**src/rtl/window_addr_gen.sv**
```systemverilog
// window_addr_gen: sliding-window RAM read-address generator with full and column-reuse scan modes
module window_addr_gen #(
    parameter int IMG_W  = 50,
    parameter int IMG_H  = 50,
    parameter int WIN    = 3,
    parameter int STRIDE = 1,
    parameter int ADDR_W = 14
) (
    input  logic              clk,
    input  logic              rst,
    input  logic              start,
    input  logic              abort,
    input  logic              reuse_mode,
    input  logic [ADDR_W-1:0] base_addr,
    output logic [ADDR_W-1:0] read_select,
    output logic              addr_valid,
    input  logic              addr_ready,
    output logic [2:0]        tap_row,
    output logic [2:0]        tap_col,
    output logic              window_last,
    output logic              scan_start,
    output logic              frame_done,
    output logic              busy
);
    localparam int CW = $clog2(IMG_W + 1);
    localparam int RW = $clog2(IMG_H + 1);
    localparam logic [ADDR_W-1:0] A_ONE  = ADDR_W'(1);
    localparam logic [ADDR_W-1:0] A_W    = ADDR_W'(IMG_W);
    localparam logic [ADDR_W-1:0] A_ROW  = ADDR_W'(STRIDE * IMG_W);
    localparam logic [ADDR_W-1:0] A_S    = ADDR_W'(STRIDE);
    localparam logic [ADDR_W-1:0] A_WM1  = ADDR_W'(WIN - 1);
    localparam logic [2:0]        T_LAST = 3'(WIN - 1);
    localparam logic [2:0]        J_REU  = 3'(WIN - STRIDE);

    typedef enum logic [1:0] {IDLE, RUN, DONE} state_t;

    state_t            state, state_n;
    logic              reuse_q, reuse_n;
    logic [RW-1:0]     r_q, r_n;
    logic [CW-1:0]     c_q, c_n;
    logic [2:0]        t_n, j_n;
    logic [ADDR_W-1:0] rb_q, rb_n, col_q, col_n, addr_n;
    logic              valid_n, wl_n, scan_n, done_n, busy_n;
    logic              beat, t_end, j_end, c_more, r_more;

    // rb_q tracks the top-left of the current window row, col_q the top of the current tap column
    always_comb begin
        beat    = addr_valid && addr_ready;
        t_end   = tap_row == T_LAST;
        j_end   = tap_col == T_LAST;
        c_more  = int'(c_q) + STRIDE <= IMG_W - WIN;
        r_more  = int'(r_q) + STRIDE <= IMG_H - WIN;
        state_n = state;
        reuse_n = reuse_q;
        r_n     = r_q;
        c_n     = c_q;
        t_n     = tap_row;
        j_n     = tap_col;
        rb_n    = rb_q;
        col_n   = col_q;
        addr_n  = read_select;
        valid_n = addr_valid;
        wl_n    = window_last;
        scan_n  = scan_start;
        busy_n  = busy;
        done_n  = 1'b0;
        case (state)
            IDLE: if (start && !abort) begin
                state_n = RUN;
                reuse_n = reuse_mode;
                r_n     = '0;
                c_n     = '0;
                t_n     = '0;
                j_n     = '0;
                rb_n    = base_addr;
                col_n   = base_addr;
                addr_n  = base_addr;
                valid_n = 1'b1;
                busy_n  = 1'b1;
                scan_n  = 1'b0;
                wl_n    = 1'b0;
            end
            RUN: if (abort) begin
                state_n = IDLE;
                valid_n = 1'b0;
                busy_n  = 1'b0;
                scan_n  = 1'b0;
                wl_n    = 1'b0;
            end else if (beat) begin
                scan_n = scan_start | window_last;
                if (!t_end) begin
                    t_n    = tap_row + 3'd1;
                    addr_n = read_select + A_W;
                end else if (!j_end) begin
                    t_n    = '0;
                    j_n    = tap_col + 3'd1;
                    col_n  = col_q + A_ONE;
                    addr_n = col_q + A_ONE;
                end else if (c_more) begin
                    // in reuse the next window resumes right after the column just emitted
                    t_n    = '0;
                    c_n    = c_q + CW'(STRIDE);
                    j_n    = reuse_q ? J_REU : 3'd0;
                    col_n  = reuse_q ? col_q + A_ONE : col_q + A_S - A_WM1;
                    addr_n = reuse_q ? col_q + A_ONE : col_q + A_S - A_WM1;
                end else if (r_more) begin
                    t_n    = '0;
                    j_n    = '0;
                    c_n    = '0;
                    r_n    = r_q + RW'(STRIDE);
                    rb_n   = rb_q + A_ROW;
                    col_n  = rb_q + A_ROW;
                    addr_n = rb_q + A_ROW;
                end else begin
                    state_n = DONE;
                    valid_n = 1'b0;
                    busy_n  = 1'b0;
                    scan_n  = 1'b0;
                    done_n  = 1'b1;
                end
                wl_n = (state_n == RUN) && (t_n == T_LAST) && (j_n == T_LAST);
            end
            DONE: state_n = IDLE;
            default: state_n = IDLE;
        endcase
    end

    always_ff @(posedge clk or negedge rst) begin
        if (!rst) begin
            state       <= IDLE;
            reuse_q     <= 1'b0;
            r_q         <= '0;
            c_q         <= '0;
            tap_row     <= '0;
            tap_col     <= '0;
            rb_q        <= '0;
            col_q       <= '0;
            read_select <= '0;
            addr_valid  <= 1'b0;
            window_last <= 1'b0;
            scan_start  <= 1'b0;
            frame_done  <= 1'b0;
            busy        <= 1'b0;
        end else begin
            state       <= state_n;
            reuse_q     <= reuse_n;
            r_q         <= r_n;
            c_q         <= c_n;
            tap_row     <= t_n;
            tap_col     <= j_n;
            rb_q        <= rb_n;
            col_q       <= col_n;
            read_select <= addr_n;
            addr_valid  <= valid_n;
            window_last <= wl_n;
            scan_start  <= scan_n;
            frame_done  <= done_n;
            busy        <= busy_n;
        end
    end
endmodule

```
**config.mk**
```make
export PLATFORM = sky130hd
export DESIGN_NAME = window_addr_gen
export DESIGN_NICKNAME = d
export VERILOG_FILES = /design/src/rtl/window_addr_gen.sv
export SDC_FILE = /design/constraint.sdc
export NUM_CORES = 1
export LEC_CHECK = 0
export BUFFER_PORTS_ARGS = -buffer_cell sky130_fd_sc_hd__buf_2
export CORE_MARGIN = 4
export CORE_UTILIZATION = 56
export CTS_CLUSTER_DIAMETER = 80
export DETAILED_ROUTE_END_ITERATION = 16
export PLACE_DENSITY_LB_ADDON = 0.25
export SLEW_MARGIN = 30
export SYNTH_ARGS = -nofsm -noshare
export SYNTH_HDL_FRONTEND = slang
export SYNTH_SLANG_ARGS = --single-unit
```
**constraint.sdc**
```tcl
create_clock -name clk -period 5.51 [get_ports clk]
set_input_delay 0.551 -clock clk [delete_from_list [all_inputs] [get_ports clk]]
set_output_delay 0.551 -clock clk [all_outputs]
set_load 0.01 [all_outputs]
```
; After elaboration in Yosys (flattened, before gate mapping)
; Cells that the tools add are included.
; Widths: inputs -> output; s select.
[word_totals]
wordCells = 156
output_inout_bits = 25
reg_bits = 67
[classes]
eq_ne = 21
n_reduce_logical = 16
magnitude_cmp = 2
mux = 93
n_addsub = 10
bitwise_logic = 1
[op_table]
columns = op, count
row1 = $mux 14, 16
row2 = $pmux 14 s2, 3
row3 = $mux 6, 13
row4 = $mux 3, 19
row5 = $add 14x6->14 const B, 2
row6 = $pmux 6 s2, 2
row7 = $mux 1, 23
row8 = $mux 2, 11
row9 = $ne 3x3->1 const B, 6
row10 = $add 14x1->14 const B, 1
row11 = $add 6x1->7 const B, 2
row12 = $le 7x6->1 const B, 2
row13 = $ne 2x2->1 const B, 7
row14 = $reduce_and 7->1, 2
row15 = $sub 14x2->14 const B, 1
row16 = $add 6x1->6 const B, 2
row17 = $eq 3x2->1 const B, 4
row18 = $pmux 3 s2, 2
row19 = $reduce_and 8->1, 1
row20 = $add 3x1->3 const B, 2
row21 = $pmux 1 s2, 3
row22 = $reduce_and 6->1, 1
row23 = $ne 5x5->1 const B, 1
row24 = $reduce_and 5->1, 1
row25 = other kinds (11), 16

; Logic depth before layout (Yosys ltp)
; Gate-level depths: netlist (run 1).
[depth]
depth_word = 15
ltp_mapped = 11
mapped_depth_nobuf = 9

; Worst setup path before layout (run 1)
; OpenSTA, ideal clock, no wires.
[synth_timing]
kind = flip-flop to flip-flop
startpoint = reg c_q[0]
endpoint = reg read_select[2]
path_slack_ps = 2975
period_less_slack_ps = 2535
t_required_ps = 5387
t_arrival_ps = 2412
stages_incl_launch_ff = 12
path_cell_list = dfrtp_1 -> inv_1 -> ha_1 -> nor4b_1 -> a211oi_1 -> or3_4 -> buf_6 -> o32ai_4 -> buf_6 -> nor2_1 -> o21ai_0 -> nand2_1
[synth_between]
elab_chain_len = 8
word_cells_on_any_way = 10
cone_classes = 1 x add/sub / 1 x order compare / 1 x eq/ne / 6 x mux / 1 x reduce/logical
[synth_rtl]
columns = element, line
row1 = from (decl), 40  ; logic [CW-1:0] c_q, c_n;
row2 = from (signal assigned), 148  ; c_q <= c_n;
row3 = $add 6x1->7 (*), 51  ; c_more = int'(c_q) + STRIDE <= IMG_W - WIN;
row4 = $le 7x6->1 (*), 51
row5 = $mux 14, 99  ; end else if (c_more) begin
row6 = $mux 14, 94  ; end else if (!j_end) begin
row7 = $mux 14, 91  ; if (!t_end) begin
row8 = $mux 14, 89  ; end else if (beat) begin
row9 = $mux 14, 83  ; RUN: if (abort) begin
row10 = $pmux 14 s2, 67  ; case (state)
row11 = to (signal assigned), 153  ; read_select <= addr_n;
row12 = to (decl), 15  ; output logic [ADDR_W-1:0] read_select,
; Every way passes the cells marked *; elsewhere a longest branch is shown, timed or not. The select of a mux whose other input is x is not followed.
; A chain may end at the register's enable or synchronous reset.

; Worst setup path after layout (run 1)
[layout_timing]
startpoint = reg c_q[0]
endpoint = reg read_select[0]
; The elaborated chain is that of the path after synthesis.

==> impl_metrics.yaml, run 1 <==
cts:
  hold_buffers: 0
  cts_tree: "yes"
  cts_resized: 0
  cts_buffers: 9
  htreeDepth: 3
  post_cts_buffers: 0
  path_clk_slew_ns: 0.08
  clk_latency_ns: 0.36
  cts.sinks: 67
  clock_path_buffers: 2
  clockRootBuffer: "clkbuf_8"
detailed_routing:
  ant_nets: 0
  drc: 0
  first_iter_violations: 335
  drt-wirelength-per-cell_um: 19.3
  vias: 4765
  via_per_inst: 6.50
  drt-total-wl_um: 14100
  dr.pass1.iters: 5
floorplan:
  die_w_um: 101
  die_area_um2: 10200
  fp.coreArea_um2: 8340
  row_count: 33
  dieHeight_um: 101
  initial_core_util: 0.584
  io_pins: 45
global_routing:
  grt_pass1_vias: 4523
  grt_max_degree: 68
  grt_overflow: 0
  antenna_found_initial: 0
  grtUsageTotal: 0.290
  grt_pass1_wl_um: 23400
timing:
  drv_slew: 0
  fin_skew_ns: 0.0205
  finalCritPeriodShare: 0.577
  min_period_ns: 3.18
  setup_ws_ns: 2.33
  worst_pin_slew_ns: 0.883
  maxSlewHeadroom: 0.409
  fin_tns_setup_ns: 0
  final_hold_viol_count: 0
  grt_setup_unrepaired: "false"
  hold_ws_ns: 0.289
  fmaxAchievable_mhz: 314
  setup_viol_count_final: 0
worst_setup_path:
  crit_slowest_cell: "or3_4"
  startpoint_type: "flip-flop"
  end_kind: "flip-flop"
  path_max_fanout: 20
  path_common_cell: "a21o_1"
  cpPeakStageDelay_ns: 0.55
  worstPathCellList: "inv_1 > ha_1 > nor4b_1 > a211oi_1 > or3_4 > o31ai_2 > a21o_1 > nor3_1 > a21o_1"
  r2r_start: "c_q[0]"
  reg2regPathDepth: 9
  critical_path.top_delay_family: "compound AO/OA/AOI/OAI gates"
  r2r-end: "read_select[0]"
  regToRegSetupSlack_ns: 2.33
  cp.required_ns: 5.76
  worstSetupPathType: "flip-flop to flip-flop"
  crit_buf_inv: 1
  crit_arrival_ns: 3.43
synth:
  ys_types: 70
  synth_edf_count: 0
  ys_warn_count: 0
  synth.avg_cell_area_um2: 8.17
  synth-async-reset-ratio: 1.00
  netlist_area_um2: 4870
  synth_nets: 628
  synth_ff_type: "dfrtp_1"
  synth_cells: 596
  ys_ff_latch: 67
  synth-seq-area-share: 0.344
finish:
  nets: 655
  area_growth_pct: 9.66
  nFillCells: 722
  antenna_cells: 0
  fin_cells: 733
  utilization: 0.640
  drive_above_1_share: 0.143
flow_run:
  max_cap_violations: 0
power_and_ir_drop:
  leakagePower_nw: 2.24
  vdd_drop_max_v: 0.000147
  powerDensity_nw_per_um2: 368
place:
  hpwl_um: 10100
  placed_cells: 717
  dp_worst_setup_slack_ns: 2.34
  place_congestion: 0.895
  port_buffers: 44
min_path:
  hold_path.class: "primary input to async pin"
status:
  status: "finished clean"
[sequential cells by signal, indices dropped and copies added, names as in the netlist, 2 cells and up]
signal / cells
read_select: 14
c_q: 6
state: 2
tap_row: 3
tap_col: 3
col_q: 14
rb_q: 14
r_q: 6
[cell families after synthesis]
family,count (synthesis),share of synthesized area
mux,12,0.0252
simple gates,238,0.242
buf+inv,44,0.0409
fa+ha+maj,12,0.0308
flops,67,0.344
compound gates,188,0.254
xor+xnor,35,0.0630
[worst reg2reg max path, delay by kind of cell (launching register included)]
| family | cells | cell delay (ns) |
|---|---|---|
| compound gates | 4 | 1.26 |
| simple gates | 3 | 1.04 |
| flops | 1 | 0.39 |
| fa+ha+maj | 1 | 0.31 |
| buf+inv | 1 | 0.09 |
[metrics by stage]
step / power (mW) / cell area, µm²
4_1_cts: 1.96 / 5340
3_3_place_gp: 1.51 / 5110
6_report: 1.96 / 5340
5_1_grt: 2.11 / 5340
2_1_floorplan: 1.31 / 4870
3_5_place_dp: 1.54 / 5140
[cells in the final DEF (no fill, tap or decap), types with 3 or more instances in the layout]
| cell type | count |
|---|---|
| o41ai_1 | 3 |
| inv_1 | 10 |
| nor2b_1 | 4 |
| and2_1 | 4 |
| o221ai_1 | 4 |
| or3_1 | 4 |
| xnor2_1 | 15 |
| nand2b_1 | 3 |
| a22oi_1 | 4 |
| nor4_1 | 8 |
| buf_2 | 44 |
| a21oi_1 | 34 |
| and3_1 | 10 |
| o21ai_0 | 54 |
| mux2i_1 | 10 |
| a21boi_0 | 5 |
| a21o_1 | 8 |
| ha_1 | 12 |
| a31oi_1 | 19 |
| o21a_1 | 3 |
| nand2_1 | 66 |
| a211oi_1 | 7 |
| xor2_1 | 20 |
| nor2_1 | 63 |
| clkbuf_8 | 9 |
| dfrtp_1 | 67 |
| o31ai_1 | 7 |
| nand4_1 | 9 |
| o22ai_1 | 7 |
| nand3_1 | 27 |
| o211ai_1 | 3 |
| nor4b_1 | 4 |
| buf_4 | 5 |
| nor3_1 | 18 |
[Yosys cell counts (5+ instances only)]
| cell | number | share of area |
|---|---|---|
| dfrtp_1 | 67 | 0.34 |
| nand2_1 | 66 | 0.051 |
| nor2_1 | 63 | 0.049 |
| o21ai_0 | 54 | 0.056 |
| a21oi_1 | 35 | 0.036 |
| nand3_1 | 27 | 0.028 |
| a31oi_1 | 21 | 0.027 |
| clkbuf_1 | 20 | 0.015 |
| xor2_1 | 20 | 0.036 |
| nor3_1 | 18 | 0.019 |
| xnor2_1 | 15 | 0.027 |
| ha_1 | 12 | 0.031 |
| and3_1 | 10 | 0.013 |
| inv_1 | 10 | 0.0077 |
| mux2i_1 | 10 | 0.021 |
| nand4_1 | 9 | 0.012 |
| a21o_1 | 8 | 0.012 |
| nor4_1 | 8 | 0.010 |
| a211oi_1 | 7 | 0.011 |
| buf_2 | 7 | 0.0072 |
| o22ai_1 | 7 | 0.0090 |
| o31ai_1 | 7 | 0.011 |
| nor2b_1 | 6 | 0.0077 |
| a21boi_0 | 5 | 0.0077 |
[per-layer routing]
layer | routed length, µm | vias to the layer above | global-route usage
met3 | 1020 | 34 | 0.0613
li1 | - | 2255 | -
met2 | 6760 | 199 | 0.464
met5 | 0 | - | 0
met4 | 532 | 0 | 0.112
met1 | 5830 | 2277 | 0.386
[power by group]
part | switching (mW) | internal [mW] | total (mW)
clock | 0.209 | 0.212 | 0.421
combinational | 0.452 | 0.311 | 0.763
sequential | 0.179 | 0.600 | 0.779
[worst max-delay path by stage]
stage | end | cells past startpoint | start
2_1_floorplan | read_select[2] | 11 | c_q[0]
3_3_place_gp | read_select[4] | 6 | abort
3_5_place_dp | read_select[4] | 6 | abort
4_1_cts | read_select[0] | 9 | c_q[0]
5_1_grt | col_q[0] | 9 | c_q[0]
6_report | read_select[0] | 9 | c_q[0]
[area by class of cell]
class                   count  area [µm²]  area share
flip-flops and latches     67        1680       0.314
well taps                 105         131      0.0246
clock buffers              11         131      0.0246
multi-input cells         485        3030       0.568
inverters                  10        37.5     0.00703
clock inverters             5        61.3      0.0115
repair buffers             50         269      0.0504
(Power assumes the default switching activity.)
==> run 2: changes to the inputs <==
Settings changed: CORE_UTILIZATION 56 to 55.
Clock period 5.51 ns to 2.63 ns, I/O delays scaled along.
==> impl_metrics.yaml, run 2 (synthesis gave the netlist of run 1 again) <==
cts:
  cts_buffers: 9
  clk_latency_ns: 0.36
  path_clk_slew_ns: 0.08
  cts.sinks: 67
  clock_path_buffers: 2
  clockRootBuffer: "clkbuf_8"
  htreeDepth: 3
  cts_tree: "yes"
detailed_routing:
  drt-wirelength-per-cell_um: 19.7
  first_iter_violations: 335
  drt-total-wl_um: 15500
  dr.pass1.iters: 5
  vias: 4984
  ant_nets: 0
  via_per_inst: 6.35
  drc: 0
timing:
  finalCritPeriodShare: 1.01
  hold_ws_ns: 0.100
  grt_setup_unrepaired: "true"
  fin_skew_ns: 0.0135
  drv_slew: 0
  setup_viol_count_final: 1
  setup_ws_ns: -0.0291
  fmaxAchievable_mhz: 376
  final_hold_viol_count: 0
  min_period_ns: 2.66
  worst_pin_slew_ns: 0.913
  maxSlewHeadroom: 0.389
worst_setup_path:
  worstPathCellList: "ha_4 > nor4b_4 > a211oi_2 > or3_4 > buf_12 > mux2i_4 > o22ai_2 > o21ai_1 > mux2_4"
  reg2regPathDepth: 9
  crit_buf_inv: 1
  crit_slowest_cell: "or3_4"
  critical_path.top_delay_family: "simple AND/OR/NAND/NOR gates"
  path_max_fanout: 8
  cpPeakStageDelay_ns: 0.49
  crit_arrival_ns: 2.90
  regToRegSetupSlack_ns: -0.03
  r2r-end: "col_q[1]"
  startpoint_type: "flip-flop"
  end_kind: "flip-flop"
  r2r_start: "c_q[1]"
  cp.required_ns: 2.87
  worstSetupPathType: "flip-flop to flip-flop"
floorplan:
  row_count: 34
  initial_core_util: 0.561
  io_pins: 45
  fp.coreArea_um2: 8680
  dieHeight_um: 102
  die_w_um: 102
  die_area_um2: 10400
power_and_ir_drop:
  powerDensity_nw_per_um2: 767
  switching_power_mw: 1.90
  pwr-share-clk: 0.218
  power_frac_seq: 0.347
  leakagePower_nw: 2.53
  vdd_drop_max_v: 0.000447
  swShare: 0.413
  pwr-share-comb: 0.434
  p_int_mw: 2.71
flow_run:
  max_cap_violations: 0
place:
  place_congestion: 0.962
  hpwl_um: 11000
  port_buffers: 44
global_routing:
  grtUsageTotal: 0.291
  grt_pass1_wl_um: 23500
  grt_pass1_vias: 4632
  grt_overflow: 0
  grt_max_degree: 49
  antenna_found_initial: 0
finish:
  top_regs: "col_q: 14 flops, rb_q: 14 flops, read_select: 14 flops"
  drive_above_1_share: 0.242
  area_growth_pct: 23.5
  utilization: 0.693
  mostFrequentLayoutCells: "nand2_1 (66), dfrtp_1 (66), nor2_1 (62)"
  nets: 704
  antenna_cells: 0
min_path:
  worstHoldEndpoint: "reuse_q"
  holdPathStages: 3
  hold_path.class: "primary input to flip-flop"
  hold_start: "reuse_mode"
status:
  violations: "negative setup slack"
  status: "finished, violations left"
==> run 2: metal layers <==
| metal | vias up | routed length [µm] | global-route usage |
|---|---|---|---|
| met5 | - | 0 | 0 |
| met4 | 0 | 698 | 0.137 |
| met2 | 191 | 7560 | 0.480 |
| met1 | 2393 | 6370 | 0.372 |
| met3 | 43 | 852 | 0.0485 |
| li1 | 2357 | - | - |
==> run 2: what timing repair did <==
| action | in CTS | in global routing |
|---|---|---|
| resized for setup | 4 | 36 |
| hold buffers | 1 | 0 |
| buffers inserted | 0 | 7 |
| endpoints found under the setup margin | 11 | 39 |
| pin swaps | 1 | 19 |
| hold endpoints to repair | 20 | 0 |
| cloned | 0 | 2 |
==> run 2: power by group through the flow <==
stage	Sequential, mW	Combinational, mW	Clock (mW)
3_3_place_gp	1.59	1.79	0
2_1_floorplan	1.54	1.20	0
5_1_grt	1.64	2.17	1.06
6_report	1.60	2.00	1.01
4_1_cts	1.58	1.87	1.02
3_5_place_dp	1.60	1.83	0
==> run 2: cell type report <==
type | instances | area [µm²]
Sequential cell | 67 | 1680
Clock buffer | 10 | 138
Tap cell | 108 | 135
Clock inverter | 6 | 88.8
Inverter | 10 | 37.5
Fill cell | 721 | 2670
Multi-Input combinational cell | 485 | 3190
Timing Repair Buffer | 99 | 746
==> run 2: worst max path at each step <==
stage | from | end | slack (ns) | cells after the start
floorplan | c_q[0] | read_select[2] | 0.09 | 11
global placement | c_q[0] | col_q[1] | -0.03 | 9
detailed placement | c_q[0] | col_q[1] | -0.08 | 9
CTS | c_q[0] | col_q[1] | -0.05 | 9
global route | c_q[1] | read_select[1] | -0.14 | 9
finish | c_q[1] | col_q[1] | -0.03 | 9
==> run 2: worst min-delay path, stage by stage <==
cell	delay [ns]
buf_2	0.07
nand2_1	0.04
nand2_1	0.04
==> run 2: per-stage QoR <==
step	instance area [µm²]	power, mW	std cells	setup TNS, ns	worst slack [ns]
detailed placement	5470	3.43	759	-0.159	-0.0754
CTS	5740	4.47	776	-0.0513	-0.0513
floorplan	4870	2.74	596	0	0.0946
global placement	5470	3.38	759	-0.0263	-0.0263
finish	6010	4.61	785	-0.0291	-0.0291
global route	6010	4.87	785	-1.26	-0.144
==> run 3: changes to the inputs <==
Settings changed: PLACE_DENSITY set to 0.87, PLACE_DENSITY_LB_ADDON 0.25 to unset.
==> impl_metrics.yaml, run 3 (synthesis gave the netlist of run 1 again) <==
timing:
  drv_slew: 0
  fmaxAchievable_mhz: 374
  fin_skew_ns: 0.0117
  grt_setup_unrepaired: "true"
  setup_viol_count_final: 11
  min_period_ns: 2.68
  maxSlewHeadroom: 0.422
  finalCritPeriodShare: 1.02
  worst_pin_slew_ns: 0.864
  final_hold_viol_count: 0
  hold_ws_ns: 0.121
  setup_ws_ns: -0.0470
detailed_routing:
  vias: 5331
  first_iter_violations: 663
  drc: 0
  via_per_inst: 6.83
  drt-total-wl_um: 16200
  ant_nets: 0
  dr.pass1.iters: 6
  drt-wirelength-per-cell_um: 20.7
cts:
  clockRootBuffer: "clkbuf_8"
  path_clk_slew_ns: 0.07
  cts_tree: "yes"
  clock_path_buffers: 2
  htreeDepth: 3
  cts.sinks: 67
  cts_buffers: 9
  clk_latency_ns: 0.35
place:
  dp_worst_setup_slack_ns: -0.0390
  port_buffers: 44
  hpwl_um: 10400
  place_congestion: 0.960
  placement.cell_area_um2: 5400
min_path:
  worstHoldEndpoint: "reuse_q"
  hold_path.class: "primary input to flip-flop"
  holdPathStages: 3
  hold_start: "reuse_mode"
finish:
  layout_commonest_cell: "dfrtp_1"
  nets: 700
  area_growth_pct: 23.1
  drive_above_1_share: 0.239
  nFillCells: 641
  fin_area_um2: 5990
  top_regs: "col_q: 14 flops, rb_q: 14 flops, read_select: 14 flops"
  mostFrequentLayoutCells: "dfrtp_1 (67), nand2_1 (64), nor2_1 (60)"
  antenna_cells: 0
power_and_ir_drop:
  leakagePower_nw: 2.50
  p_total_mw: 4.66
  powerDensity_nw_per_um2: 778
  vdd_drop_max_v: 0.000401
worst_setup_path:
  r2r-end: "col_q[1]"
  worstSetupPathType: "flip-flop to flip-flop"
  regToRegSetupSlack_ns: -0.05
  end_kind: "flip-flop"
  crit_start: "c_q[0]"
  startpoint_type: "flip-flop"
  crit_arrival_ns: 2.91
  r2r_start: "c_q[0]"
  path_max_fanout: 5
  cp.required_ns: 2.86
  reg2regPathDepth: 10
global_routing:
  grt_pass1_vias: 4824
  grtUsageTotal: 0.294
  grt_max_degree: 68
  antenna_found_initial: 0
  grt_overflow: 0
  grt_pass1_wl_um: 24100
status:
  violations: "negative setup slack"
  status: "finished, violations left"
floorplan:
  initial_core_util: 0.561
  die_area_um2: 10400
  fp.coreArea_um2: 8680
  io_pins: 45
  dieHeight_um: 102
  die_w_um: 102
  row_count: 34
flow_run:
  max_cap_violations: 0
[run 3: cell types whose count changed in the layout (fill, tap and decap cells not counted), sizes merged]
cell / before / now
buf: 95 / 93
clkbuf: 13 / 12
clkdlybuf4s15: 0 / 1
clkinv: 2 / 1
clkinvlp: 2 / 1
[run 3: worst max path at each step]
stage / to / slack (ns)
4_1_cts: read_select[9] / -0.007
3_5_place_dp: read_select[12] / -0.04
5_1_grt: col_q[1] / -0.21
6_report: col_q[1] / -0.05
2_1_floorplan: read_select[2] / 0.09
3_3_place_gp: col_q[10] / 0.05
[run 3: area by class of cell]
class	count	area, µm²	area share
clock buffers	12	155	0.0259
clock inverters	4	72.6	0.0121
inverters	10	37.5	0.00626
multi-input cells	485	3230	0.539
flip-flops and latches	67	1680	0.280
well taps	108	135	0.0226
repair buffers	95	684	0.114
[run 3: power breakdown]
group / switching, mW / total [mW] / internal, mW
clock: 0.426 / 1.01 / 0.585
combinational: 1.17 / 2.02 / 0.851
sequential: 0.374 / 1.63 / 1.26
total: 1.97 / 4.66 / 2.69
[run 3: what timing repair did]
item,CTS,global route
pin swaps,2,20
endpoints found under the hold margin,67,0
setup endpoints to repair,23,43
hold buffers,1,0
cloned,0,1
resized for setup,5,52
setup buffers,2,7
[run 3: per-stage QoR]
step	setup TNS (ns)	std cells	util
after global routing	-2.24	781	0.690
after detailed placement	-0.133	754	0.622
after floorplan	0	596	-
after global placement	0	754	0.622
final	-0.154	781	0.690
after CTS	-0.0117	773	0.655
[run 3: worst max-delay path: stages (launching register included)]
cell and delay [ns]:
dfrtp_1 0.39, inv_2 0.09, ha_4 0.22, nor4b_4 0.30, a211oi_2 0.13, or3_4 0.47, buf_6 0.17, mux2i_4 0.19
o22ai_1 0.17, o21ai_0 0.13, mux2_2 0.31
[run 3: per-layer routing]
layer	part of all wire	wire length, µm	vias to the layer above	global-route usage
met4	0.057	914	0	0.165
met5	0	0	-	0
met2	0.48	7700	376	0.480
met3	0.088	1430	92	0.0464
li1	-	-	2344	-
met1	0.38	6120	2519	0.372
